===== src/rtl/fifo_wr_burst.sv =====
`default_nettype none
// ============================================================================
// Module      : fifo_wr_burst
// Description : FIFO write-side burst controller with low/high watermark
//               hysteresis, incrementing data pattern and burst statistics.
//               Define FIFO_WR_OVF_CNT_EN to enable the dropped-write counter.
// Revision    : 1.0 - initial release
// ============================================================================
module fifo_wr_burst #(
    parameter int DATA_W    = 16,
    parameter int USEDW_W   = 8,
    parameter int LOW_WM    = 8,
    parameter int HIGH_WM   = 240,
    parameter int MAX_BURST = 0,
    parameter int DATA_INIT = 0
) (
    input  logic              clk,
    input  logic              rst,
    input  logic              en,
    input  logic              clr,
    input  logic              wrempty,
    input  logic              wrfull,
    input  logic [USEDW_W-1:0] wrusedw,
    output logic              wrreq,
    output logic [DATA_W-1:0] wrdata,
    output logic              busy,
    output logic              burst_done,
    output logic [15:0]       burst_cnt,
    output logic [15:0]       ovf_cnt
);

    localparam logic [1:0] c_IDLE = 2'd0;
    localparam logic [1:0] c_ARM  = 2'd1;
    localparam logic [1:0] c_FILL = 2'd2;

    localparam int c_WCNT_W = (MAX_BURST > 1) ? $clog2(MAX_BURST + 1) : 1;

    localparam logic [c_WCNT_W-1:0] c_MAX_BURST = c_WCNT_W'(MAX_BURST);
    localparam logic [USEDW_W-1:0]  c_LOW_WM    = USEDW_W'(LOW_WM);
    localparam logic [USEDW_W-1:0]  c_HIGH_WM   = USEDW_W'(HIGH_WM);
    localparam logic [DATA_W-1:0]   c_DATA_INIT = DATA_W'(DATA_INIT);

    logic [1:0]          r_state;
    logic [1:0]          w_state_nxt;
    logic                w_start;
    logic                w_stop;
    logic                w_accept;
    logic                w_burst_lim;
    logic [c_WCNT_W-1:0] w_word_nxt;

    logic                r_wrreq;
    logic [DATA_W-1:0]   r_wrdata;
    logic                r_busy;
    logic                r_burst_done;
    logic [15:0]         r_burst_cnt;
    logic [c_WCNT_W-1:0] r_word_cnt;

    // A write is only consumed when the FIFO is not full in the same cycle
    assign w_accept    = r_wrreq && !wrfull;
    assign w_word_nxt  = r_word_cnt + c_WCNT_W'(w_accept);
    assign w_burst_lim = (MAX_BURST != 0) && (w_word_nxt >= c_MAX_BURST);

    always_comb begin
        w_state_nxt = r_state;
        w_start     = 1'b0;
        w_stop      = 1'b0;
        case (r_state)
            c_IDLE: begin
                if (en) w_state_nxt = c_ARM;
            end
            c_ARM: begin
                if (!en) begin
                    w_state_nxt = c_IDLE;
                end else if (wrempty || (wrusedw <= c_LOW_WM)) begin
                    w_state_nxt = c_FILL;
                    w_start     = 1'b1;
                end
            end
            c_FILL: begin
                // wrusedw may lag the FIFO; wrfull is the authoritative stop
                if (wrfull || (wrusedw >= c_HIGH_WM) || !en || w_burst_lim) begin
                    w_stop      = 1'b1;
                    w_state_nxt = en ? c_ARM : c_IDLE;
                end
            end
            default: w_state_nxt = c_IDLE;
        endcase
    end

    always_ff @(posedge clk or posedge rst) begin
        if (rst) begin
            r_state <= c_IDLE;
        end else begin
            r_state <= w_state_nxt;
        end
    end

    always_ff @(posedge clk or posedge rst) begin
        if (rst) begin
            r_wrreq      <= 1'b0;
            r_wrdata     <= c_DATA_INIT;
            r_busy       <= 1'b0;
            r_burst_done <= 1'b0;
            r_burst_cnt  <= 16'h0000;
            r_word_cnt   <= '0;
        end else begin
            r_burst_done <= w_stop;
            if (w_start) begin
                r_wrreq    <= 1'b1;
                r_busy     <= 1'b1;
                r_word_cnt <= '0;
            end else begin
                if (w_stop) begin
                    r_wrreq <= 1'b0;
                    r_busy  <= 1'b0;
                end
                if (w_accept) r_word_cnt <= w_word_nxt;
            end
            // clr wins over pattern advance and burst counting
            if (clr) begin
                r_wrdata    <= c_DATA_INIT;
                r_burst_cnt <= 16'h0000;
            end else begin
                if (w_accept) r_wrdata <= r_wrdata + 1'b1;
                if (w_stop)   r_burst_cnt <= r_burst_cnt + 16'h0001;
            end
        end
    end

`ifdef FIFO_WR_OVF_CNT_EN
    logic [15:0] r_ovf_cnt;

    always_ff @(posedge clk or posedge rst) begin
        if (rst) begin
            r_ovf_cnt <= 16'h0000;
        end else if (clr) begin
            r_ovf_cnt <= 16'h0000;
        end else if (r_wrreq && wrfull && (r_ovf_cnt != 16'hFFFF)) begin
            r_ovf_cnt <= r_ovf_cnt + 16'h0001;
        end
    end

    assign ovf_cnt = r_ovf_cnt;
`else
    assign ovf_cnt = 16'h0000;
`endif

    assign wrreq      = r_wrreq;
    assign wrdata     = r_wrdata;
    assign busy       = r_busy;
    assign burst_done = r_burst_done;
    assign burst_cnt  = r_burst_cnt;

endmodule
`default_nettype wire

===== config.mk =====
export PLATFORM = sky130hd
export DESIGN_NAME = fifo_wr_burst
export DESIGN_NICKNAME = d
export VERILOG_FILES = /design/src/rtl/fifo_wr_burst.sv
export SDC_FILE = /design/constraint.sdc
export NUM_CORES = 1
export LEC_CHECK = 0
export BUFFER_PORTS_ARGS = -buffer_cell sky130_fd_sc_hd__buf_2
export CORE_ASPECT_RATIO = 1.5
export CORE_MARGIN = 1.5
export CORE_UTILIZATION = 45
export CTS_BUF_LIST = sky130_fd_sc_hd__clkbuf_4
export DETAILED_ROUTE_END_ITERATION = 8
export GPL_ROUTABILITY_DRIVEN = 0
export PLACE_DENSITY = 0.72
export SETUP_SLACK_MARGIN = 0.02
export SKIP_CTS_REPAIR_TIMING = 1
export SYNTH_ARGS = -nofsm -noshare
export SYNTH_HDL_FRONTEND = slang
export SYNTH_SLANG_ARGS = --single-unit

===== constraint.sdc =====
create_clock -name clk -period 1.7 [get_ports clk]
set_input_delay 0.255 -clock clk [delete_from_list [all_inputs] [get_ports clk]]
set_output_delay 0.255 -clock clk [all_outputs]
set_load 0.01 [all_outputs]

==> flow_summary_export.csv, run 1 <==
group,metric,value,unit
routing,drt-wirelength-per-cell,14.4,um
logic_synthesis,synthArstFlopShare,100,%
placement,place_hpwl,3.04,mm
status,violations,"negative hold slack",
logic_synthesis,yosys.area.top_type,"dfrtp_1",
sta,max_freq,0.592,GHz
finish,drive_above_1_share,31.3,%
routing,ant_nets,0,
floorplan,core-area,4250,um^2
logic_synthesis,synthFlopType,"dfrtp_1",
sta,setup_tns,0,ns
logic_synthesis,synth_edf_count,0,
sta,min_period,1.69,ns
critical_path,cp_slowest_stage_delay,0.40,ns
floorplan,initial_utilization,46.8,%
logic_synthesis,syn_area,1990,um^2
critical_path,cp.arrival,1.91,ns
logic_synthesis,ys_ff_latch,36,
floorplan,rows,29,
pwr,p_leak,1.17,nW
sta,setup_viol,0,
critical_path,reg2reg_depth,4,
finish,layout_common_cells,"buf_2, dfrtp_1, nor2_1, conb_1",
logic_synthesis,ys_warn_count,0,
clock_tree,tritoncts,"built",
critical_path,cpMaxStageDelayCell,"and4b_4",
pwr,powerDensity,635,nW/um^2
sta,fin_ws,0.0121,ns
critical_path,r2r_slack,0.01,ns
clock_tree,htreeDepth,2,
logic_synthesis,synth_area_leaders,"dfrtp_1, buf_4, xor2_1, a21oi_1, o31ai_1",
clock_tree,numCtsBuffers,5,
floorplan,die_x,57.2,um
critical_path,cp_max_fo,5,
status,status,"finished with violations",
critical_path,cp_data_required_time,1.92,ns
clock_tree,clk_latency,0.35,ns
sta,rsz0062_at_grt,"yes",
sta,timing.hold.ws,-0.0111,ns
placement,dp_slack,0.0524,ns
critical_path,worstSetupEndpointType,"register",
routing,detail_route.vias_per_cell,5.61,
finish,layout_commonest_cell,"buf_2",
placement,placed_cell_area,2260,um^2
grt,antenna_found_initial,0,
clock_tree,cts_root_buf,"clkbuf_4",
floorplan,io_pins,65,
routing,firstDrtPassIters,4,
finish,area_delta_synth_final,20.6,%
logic_synthesis,avgSynthCellArea,9.83,um^2
critical_path,worstSetupPathType,"reg2reg",
grt,grt_pass1_wl,7.07,mm
finish,nNetsFinal,281,
placement,portBuffers,48,
sta,slew_violations,0,
routing,via_count,1745,
logic_synthesis,yosysTopAreaCellShare,45.4,%
job,maxCapViolations,0,
grt,overflow,0,
clock_tree,clkTransAtPathRegs,0.12,ns
grt,grt_use_total,18.6,%
routing,drtIter0Drc,41,
logic_synthesis,ys_seq_area_share,45.4,%
clock_tree,clockBufferDepth,2,
finish,fin_area,2390,um^2
grt,grt_max_degree,37,
routing,wl,4.47,mm
pwr,irDropWorstVdd,0.569,mV
floorplan,die_h,84.4,um
logic_synthesis,yosysUniqueCellTypes,40,
min_path,min_path_type,"in2async",
sta,hold_violations,10,
floorplan,dieArea,4830,um^2
critical_path,start_kind,"register",
critical_path,cp_cell_sequence,"and4b_4 -> o211ai_2 -> nor3b_1 -> mux2_2",
logic_synthesis,synthCells,202,
routing,drc,0,
grt,grt_pass1_vias,1562,
sta,clock_skew,0.0193,ns
clock_tree,numClockSinks,36,
finish,antenna_cells,0,
sta,fin_crit_sh,99.3,%
## layout make-up
class | instances | area, um^2
repair buffers | 63 | 353
flip-flops and latches | 36 | 902
fillers | 396 | 1850
multi-input cells | 154 | 1010
clock inverters | 1 | 5.00
clock buffers | 6 | 45.0
well taps | 46 | 57.6
inverters | 5 | 18.8
## worst max-delay path: cells and delay by family (launching register included)
kind / cells / cell delay [ns]
mux: 1 / 0.36
simple gates: 2 / 0.66
flops: 1 / 0.39
compound gates: 1 / 0.16
## state kept, by name, indices dropped and copies added (netlist names)
| signal | count |
|---|---|
| r_state | 2 |
| busy | 1 |
| burst_done | 1 |
| wrdata | 16 |
| burst_cnt | 16 |
## per-layer routing
metal  wire [um]  GRT usage [%]  part of all wire, %
met5           0              0                    0
met4         131           8.46                  2.9
met3         203           3.85                  4.5
met2        2410           33.1                   54
met1        1730           20.8                   39
## synthesized netlist by cell type, types with 4 or more instances
master	count
nor2b_1	4
buf_4	17
nand4_1	5
nand2_1	10
a21oi_1	16
o31ai_1	10
xnor2_1	4
or4_1	9
dfrtp_1	36
o21ai_0	6
nand3_1	8
inv_1	5
nor2_1	19
clkbuf_1	4
xor2_1	11
or3_1	4
## worst paths after layout
kind	from	end
worst max-delay path	r_state[0]	burst_cnt[9]
worst max register to register	r_state[0]	burst_cnt[9]
worst min-delay path	rst	wrdata[4]
min in group clk	en	r_state[0]
max in group asynchronous	rst	burst_cnt[0]
worst min register to register	wrdata[6]	wrdata[6]
## per-stage QoR
step | utilization [%] | std cells | total power (W)
after floorplan | - | 217 | 0.00105
after global placement | 53.3 | 298 | 0.00108
after detailed placement | 53.3 | 298 | 0.00109
after CTS | 54.5 | 305 | 0.00154
after global routing | 56.4 | 311 | 0.00160
final | 56.4 | 311 | 0.00152
## cell families after synthesis
family,Yosys count,share of synthesized area [%]
AND/OR/NAND/NOR,76,22.8
AO/OA/AOI/OAI,39,12.7
flip-flops,36,45.4
buffers and inverters,29,8.88
XOR/XNOR,15,6.62
multiplexers,4,2.14
adder cells (fa/ha/maj),2,1.26
other,1,0.189
## where the power goes
part / switching [W] / internal, W / total, W / leakage (nW)
sequential: 0.0000157 / 0.000875 / 0.000891 / 0.495
combinational: 0.000111 / 0.0000681 / 0.000179 / 0.639
clock: 0.000282 / 0.000168 / 0.000451 / 0.0315
Power figures use the tool's default switching activity.
==> run 2: changes to the inputs <==
- clock period: 1.7 -> 1.6 ns (I/O delays scaled with it)
==> run 2 against run 1 <==
Net effect:
- the flow finishes with violations (negative setup slack)
- worst hold slack improved by 0.011 ns
- global-route usage about the same
- clock power increased by 10%
- final cell count increased by 3.9%
- total power increased by 8.5%
- register-to-register slack got worse by 0.05 ns
- worst setup slack got worse by 0.046 ns
- critical endpoint is now burst_cnt[15]
==> flow_summary_export.csv, run 2 (synthesis gave the netlist of run 1 again) <==
group,metric,value,unit
status,status,"finished with violations",
status,violations,"negative setup slack",
finish,nNetsFinal,292,
floorplan,core-area,4250,um^2
sta,min_period,1.63,ns
pwr,irDropWorstVdd,0.565,mV
pwr,powerDensity,660,nW/um^2
routing,firstDrtPassIters,4,
floorplan,die_h,84.4,um
grt,antenna_found_initial,0,
routing,drc,0,
sta,fin_ws,-0.0340,ns
floorplan,io_pins,65,
finish,final_core_util,58.9,%
critical_path,cp_data_required_time,1.86,ns
clock_tree,numClockSinks,36,
finish,antenna_cells,0,
grt,grt_max_degree,37,
critical_path,cp_max_fo,9,
sta,rsz0062_at_grt,"yes",
placement,placed_cells,309,
clock_tree,htreeDepth,2,
sta,hold_violations,0,
sta,fin_crit_sh,102,%
clock_tree,clkTransAtPathRegs,0.11,ns
routing,drtIter0Drc,46,
finish,final_cells,323,
finish,drive_above_1_share,35.4,%
sta,timing.hold.ws,0.0000543,ns
clock_tree,tritoncts,"built",
floorplan,die_x,57.2,um
finish,layout_common_cells,"buf_2, dfrtp_1, buf_4, nor2_1, conb_1",
placement,portBuffers,48,
grt,grt_pass1_vias,1620,
pwr,p_leak,1.26,nW
min_path,min_path_type,"in2async",
routing,via_count,1764,
grt,overflow,0,
sta,clock_skew,0.00998,ns
clock_tree,clockBufferDepth,2,
sta,setup_viol,5,
critical_path,worstSetupEndpointType,"register",
routing,ant_nets,0,
floorplan,rows,29,
routing,detail_route.vias_per_cell,5.46,
clock_tree,clk_latency,0.33,ns
sta,max_freq,0.612,GHz
routing,wl,4.47,mm
finish,layout_commonest_cell,"buf_2",
critical_path,cp.arrival,1.90,ns
critical_path,start_kind,"register",
placement,place_hpwl,3.08,mm
floorplan,initial_utilization,46.8,%
floorplan,dieArea,4830,um^2
clock_tree,numCtsBuffers,5,
grt,grt_use_total,18.6,%
routing,drt-wirelength-per-cell,13.8,um
clock_tree,cts_root_buf,"clkbuf_4",
job,maxCapViolations,0,
grt,grt_pass1_wl,7.09,mm
critical_path,worstSetupPathType,"reg2reg",
sta,slew_violations,0,
finish,area_delta_synth_final,25.9,%
run 2: cell types whose count changed in the layout (fill, tap and decap cells not counted), sizes merged:
cell,change
buf,+12
clkbuf,+1
o211ai,-1
run 2: layout make-up:
cell class / instances / area [um^2]
Inverter: 5 / 18.8
Clock inverter: 1 / 3.75
Tap cell: 46 / 57.6
Fill cell: 403 / 1750
Clock buffer: 7 / 52.6
Multi-Input combinational cell: 153 / 1020
Sequential cell: 36 / 902
Timing Repair Buffer: 75 / 443
run 2: per-layer routing:
layer / global-route usage, % / part of all wire (%) / up-vias
li1: - / - / 846
met1: 22.6 / 40 / 853
met2: 31.7 / 53 / 55
met3: 3.24 / 4.0 / 10
met4: 8.46 / 2.6 / 0
met5: 0 / 0 / -
run 2: per-stage QoR:
stage	setup TNS, ns	worst slack [ns]	total power, W	instance area, um^2
CTS	-0.169	-0.0523	0.00164	2410
global route	-0.705	-0.0886	0.00173	2500
floorplan	0	0.0394	0.00111	2050
global placement	0	0.00360	0.00116	2350
detailed placement	-0.0711	-0.0408	0.00116	2350
finish	-0.0945	-0.0340	0.00165	2500
run 2: worst max-delay path, stage by stage, from the launching register on:
cell and delay, ns:
dfrtp_1 0.39, and4b_2 0.36, o211ai_4 0.15, or4_1 0.53, a21oi_1 0.14
run 2: report_power, final:
| part | switching [W] | internal (W) |
|---|---|---|
| Clock | 0.000292 | 0.000203 |
| Combinational | 0.000122 | 0.0000847 |
| Sequential | 0.0000173 | 0.000930 |
run 2: worst paths after layout:
path | from | to | slack, ns | depth (start not counted)
hold reg to reg | wrdata[8] | wrdata[8] | 0.57 | 2
min in group clk | en | r_state[0] | 0.16 | 2
max in group asynchronous | rst | wrdata[3] | 1.27 | 3
setup reg to reg | r_state[0] | burst_cnt[15] | -0.03 | 4
hold / removal | rst | wrdata[4] | 0.00005 | 3
setup / recovery | r_state[0] | burst_cnt[15] | -0.03 | 4
==> run 3: changes to the inputs <==
- ABC_AREA: unset -> 1
- PLACE_DENSITY: 0.72 -> 0.7
==> run 3 against run 2 <==
Net effect:
- clock power increased by 27%
- sequential power grew 1%
- count of clock-buffer cells in the layout decreased by 2
- largest power group unchanged
- critical endpoint is now wrdata[12]
- the flow finishes with violations (negative hold slack)
- critical path type unchanged
- design area up 5.1%
- global-route usage grew 1.8 points
- synthesized area grew 17%
- highest routed layer unchanged
==> flow_summary_export.csv, run 3 <==
group,metric,value,unit
pwr,pwr-share-comb,13.6,%
routing,firstDrtPassIters,4,
sta,min_period,1.44,ns
clock_tree,tritoncts,"built",
status,status,"finished with violations",
floorplan,dieArea,5610,um^2
logic_synthesis,ys_ff_latch,36,
grt,top_usage_layer,"met2",
floorplan,io_pins,65,
sta,hold_violations,29,
grt,grt_use_met2,36.1,%
sta,timing.hold.ws,-0.0176,ns
routing,detail_route.vias_per_cell,4.79,
clock_tree,numClockSinks,36,
floorplan,die_h,91.0,um
routing,ant_nets,0,
critical_path,cp_max_fo,5,
critical_path,cp_cell_sequence,"ha_1 -> inv_1 -> nor3_4 -> nand2_2 -> nor2_2 -> nand2_1 -> nand2_1 -> nor2_1",
grt,grt_pass1_vias,2008,
finish,fin_area,2630,um^2
critical_path,worstSetupPathType,"reg2reg",
pwr,switching_share,27.4,%
logic_synthesis,synthFlopType,"dfrtp_1",
finish,fillers,521,
pwr,p_leak,1.50,nW
routing,drc,0,
floorplan,die_x,61.6,um
job,maxCapViolations,0,
clock_tree,clkTransAtPathRegs,0.12,ns
placement,placed_cell_area,2540,um^2
routing,wl,5.21,mm
clock_tree,clk_latency,0.34,ns
clock_tree,numCtsBuffers,5,
sta,setup_viol,0,
routing,drt-wirelength-per-cell,11.7,um
grt,overflow,0,
critical_path,cp_slowest_stage_delay,0.42,ns
routing,drtIter0Drc,92,
routing,via_count,2136,
sta,fin_crit_sh,90.1,%
logic_synthesis,synth_area_leaders,"dfrtp_1, nand2_1, inv_1, nor2_1, buf_4",
min_path,min_path_type,"in2async",
logic_synthesis,synthCells,327,
pwr,power_switching,0.000503,W
placement,portBuffers,48,
grt,gr-usage-met3,3.85,%
clock_tree,htreeDepth,2,
finish,register_area,901,um^2
clock_tree,clockBufferDepth,2,
grt,grt_pass1_wl,8.85,mm
placement,place_hpwl,3.95,mm
logic_synthesis,syn_area,2320,um^2
logic_synthesis,yosys.cell_count.top_type,"nand2_1",
finish,drive_above_1_share,18.7,%
logic_synthesis,ys_seq_area_share,38.8,%
pwr,p_seq_share,52.3,%
logic_synthesis,synth_edf_count,0,
pwr,irDropWorstVdd,0.392,mV
logic_synthesis,yosysTopAreaCellShare,38.8,%
critical_path,cpMostUsedCell,"nand2_1",
clock_tree,cts_root_buf,"clkbuf_4",
finish,layout_common_cells,"nand2_1, buf_2, inv_1, nor2_1, dfrtp_1",
pwr,p_int,0.00133,W
sta,clock_skew,0.0174,ns
grt,grt_use_total,20.4,%
grt,met1_usage,23.4,%
sta,setup_tns,0,ns
pwr,powerDensity,700,nW/um^2
logic_synthesis,yosysUniqueCellTypes,27,
finish,area_delta_synth_final,13.2,%
finish,multi_input_area,1120,um^2
finish,nNetsFinal,395,
critical_path,start_kind,"register",
floorplan,rows,31,
critical_path,cpMaxStageDelayCell,"dfrtp_1",
finish,antenna_cells,0,
critical_path,cp_data_required_time,1.83,ns
logic_synthesis,avgSynthCellArea,7.10,um^2
grt,grt_max_degree,37,
finish,layout_commonest_cell,"nand2_1",
critical_path,reg2reg_depth,8,
status,violations,"negative hold slack",
sta,rsz0062_at_grt,"no",
critical_path,cp.arrival,1.67,ns
logic_synthesis,synthArstFlopShare,100,%
sta,max_freq,0.693,GHz
critical_path,worstSetupEndpointType,"register",
logic_synthesis,ys_warn_count,0,
grt,antenna_found_initial,0,
finish,final_core_util,53.7,%
logic_synthesis,yosys-top-cells-count,"nand2_1, inv_1, nor2_1",
floorplan,initial_utilization,47.5,%
pwr,clkPwrFrac,34.2,%
sta,slew_violations,0,
logic_synthesis,yosys.area.top_type,"dfrtp_1",
floorplan,core-area,4890,um^2
[run 3: logic make-up (layout without fill, tap and decap cells)]
kind of cell	count (synthesis)	after routing	share of synthesized area [%]
compound gates	22	22	5.66
xor+xnor	5	5	1.89
fa+ha+maj	2	2	1.08
buf+inv	69	107	15.3
flops	36	36	38.8
other cells	1	16	0.162
simple gates	192	192	37.1
[run 3: worst paths after layout]
kind | from | end | slack, ns
worst max-delay path | wrdata[0] | wrdata[12] | 0.16
worst min-delay path | rst | burst_cnt[6] | -0.02
worst max register to register | wrdata[0] | wrdata[12] | 0.16
worst min register to register | wrdata[7] | wrdata[7] | 0.56
max in group asynchronous | rst | wrdata[6] | 1.29
min in group clk | clr | wrdata[3] | 0.14
[run 3: power groups by stage]
stage	sequential (W)	clock, W	combinational [W]
global route	0.000965	0.000682	0.000283
CTS	0.000962	0.000650	0.000243
detailed placement	0.000979	0	0.000242
global placement	0.000977	0	0.000239
finish	0.000961	0.000628	0.000249
floorplan	0.000986	0	0.000194
[run 3: layer usage]
layer / share of wire (%) / up-vias
met5: 0 / -
met4: 1.4 / 0
met3: 3.3 / 8
met2: 54 / 47
met1: 41 / 983
li1: - / 1098
[run 3: stage by stage]
stage	instances	hold slack, ns	setup WS, ns	total power (W)
2_1_floorplan	342	0.306	0.265	0.00118
3_3_place_gp	437	0.374	0.210	0.00122
3_5_place_dp	437	0.375	0.174	0.00122
4_1_cts	445	-0.00913	0.137	0.00185
5_1_grt	446	0.0410	0.0281	0.00193
6_report	446	-0.0176	0.158	0.00184
[run 3: worst max-delay path, delay by kind of cell (launching register included)]
| kind | cells | cell delay [ns] |
|---|---|---|
| simple gates | 6 | 0.68 |
| flops | 1 | 0.42 |
| fa+ha+maj | 1 | 0.17 |
| buf+inv | 1 | 0.08 |
[run 3: cell type report]
| type | count | share of cell area [%] |
|---|---|---|
| tap | 66 | 3.14 |
| clock inverter | 3 | 1.43 |
| multi-input combinational | 237 | 42.7 |
| sequential | 36 | 34.3 |
| clock buffer | 5 | 1.43 |
| inverter | 47 | 6.72 |
| timing repair buffer | 52 | 10.3 |
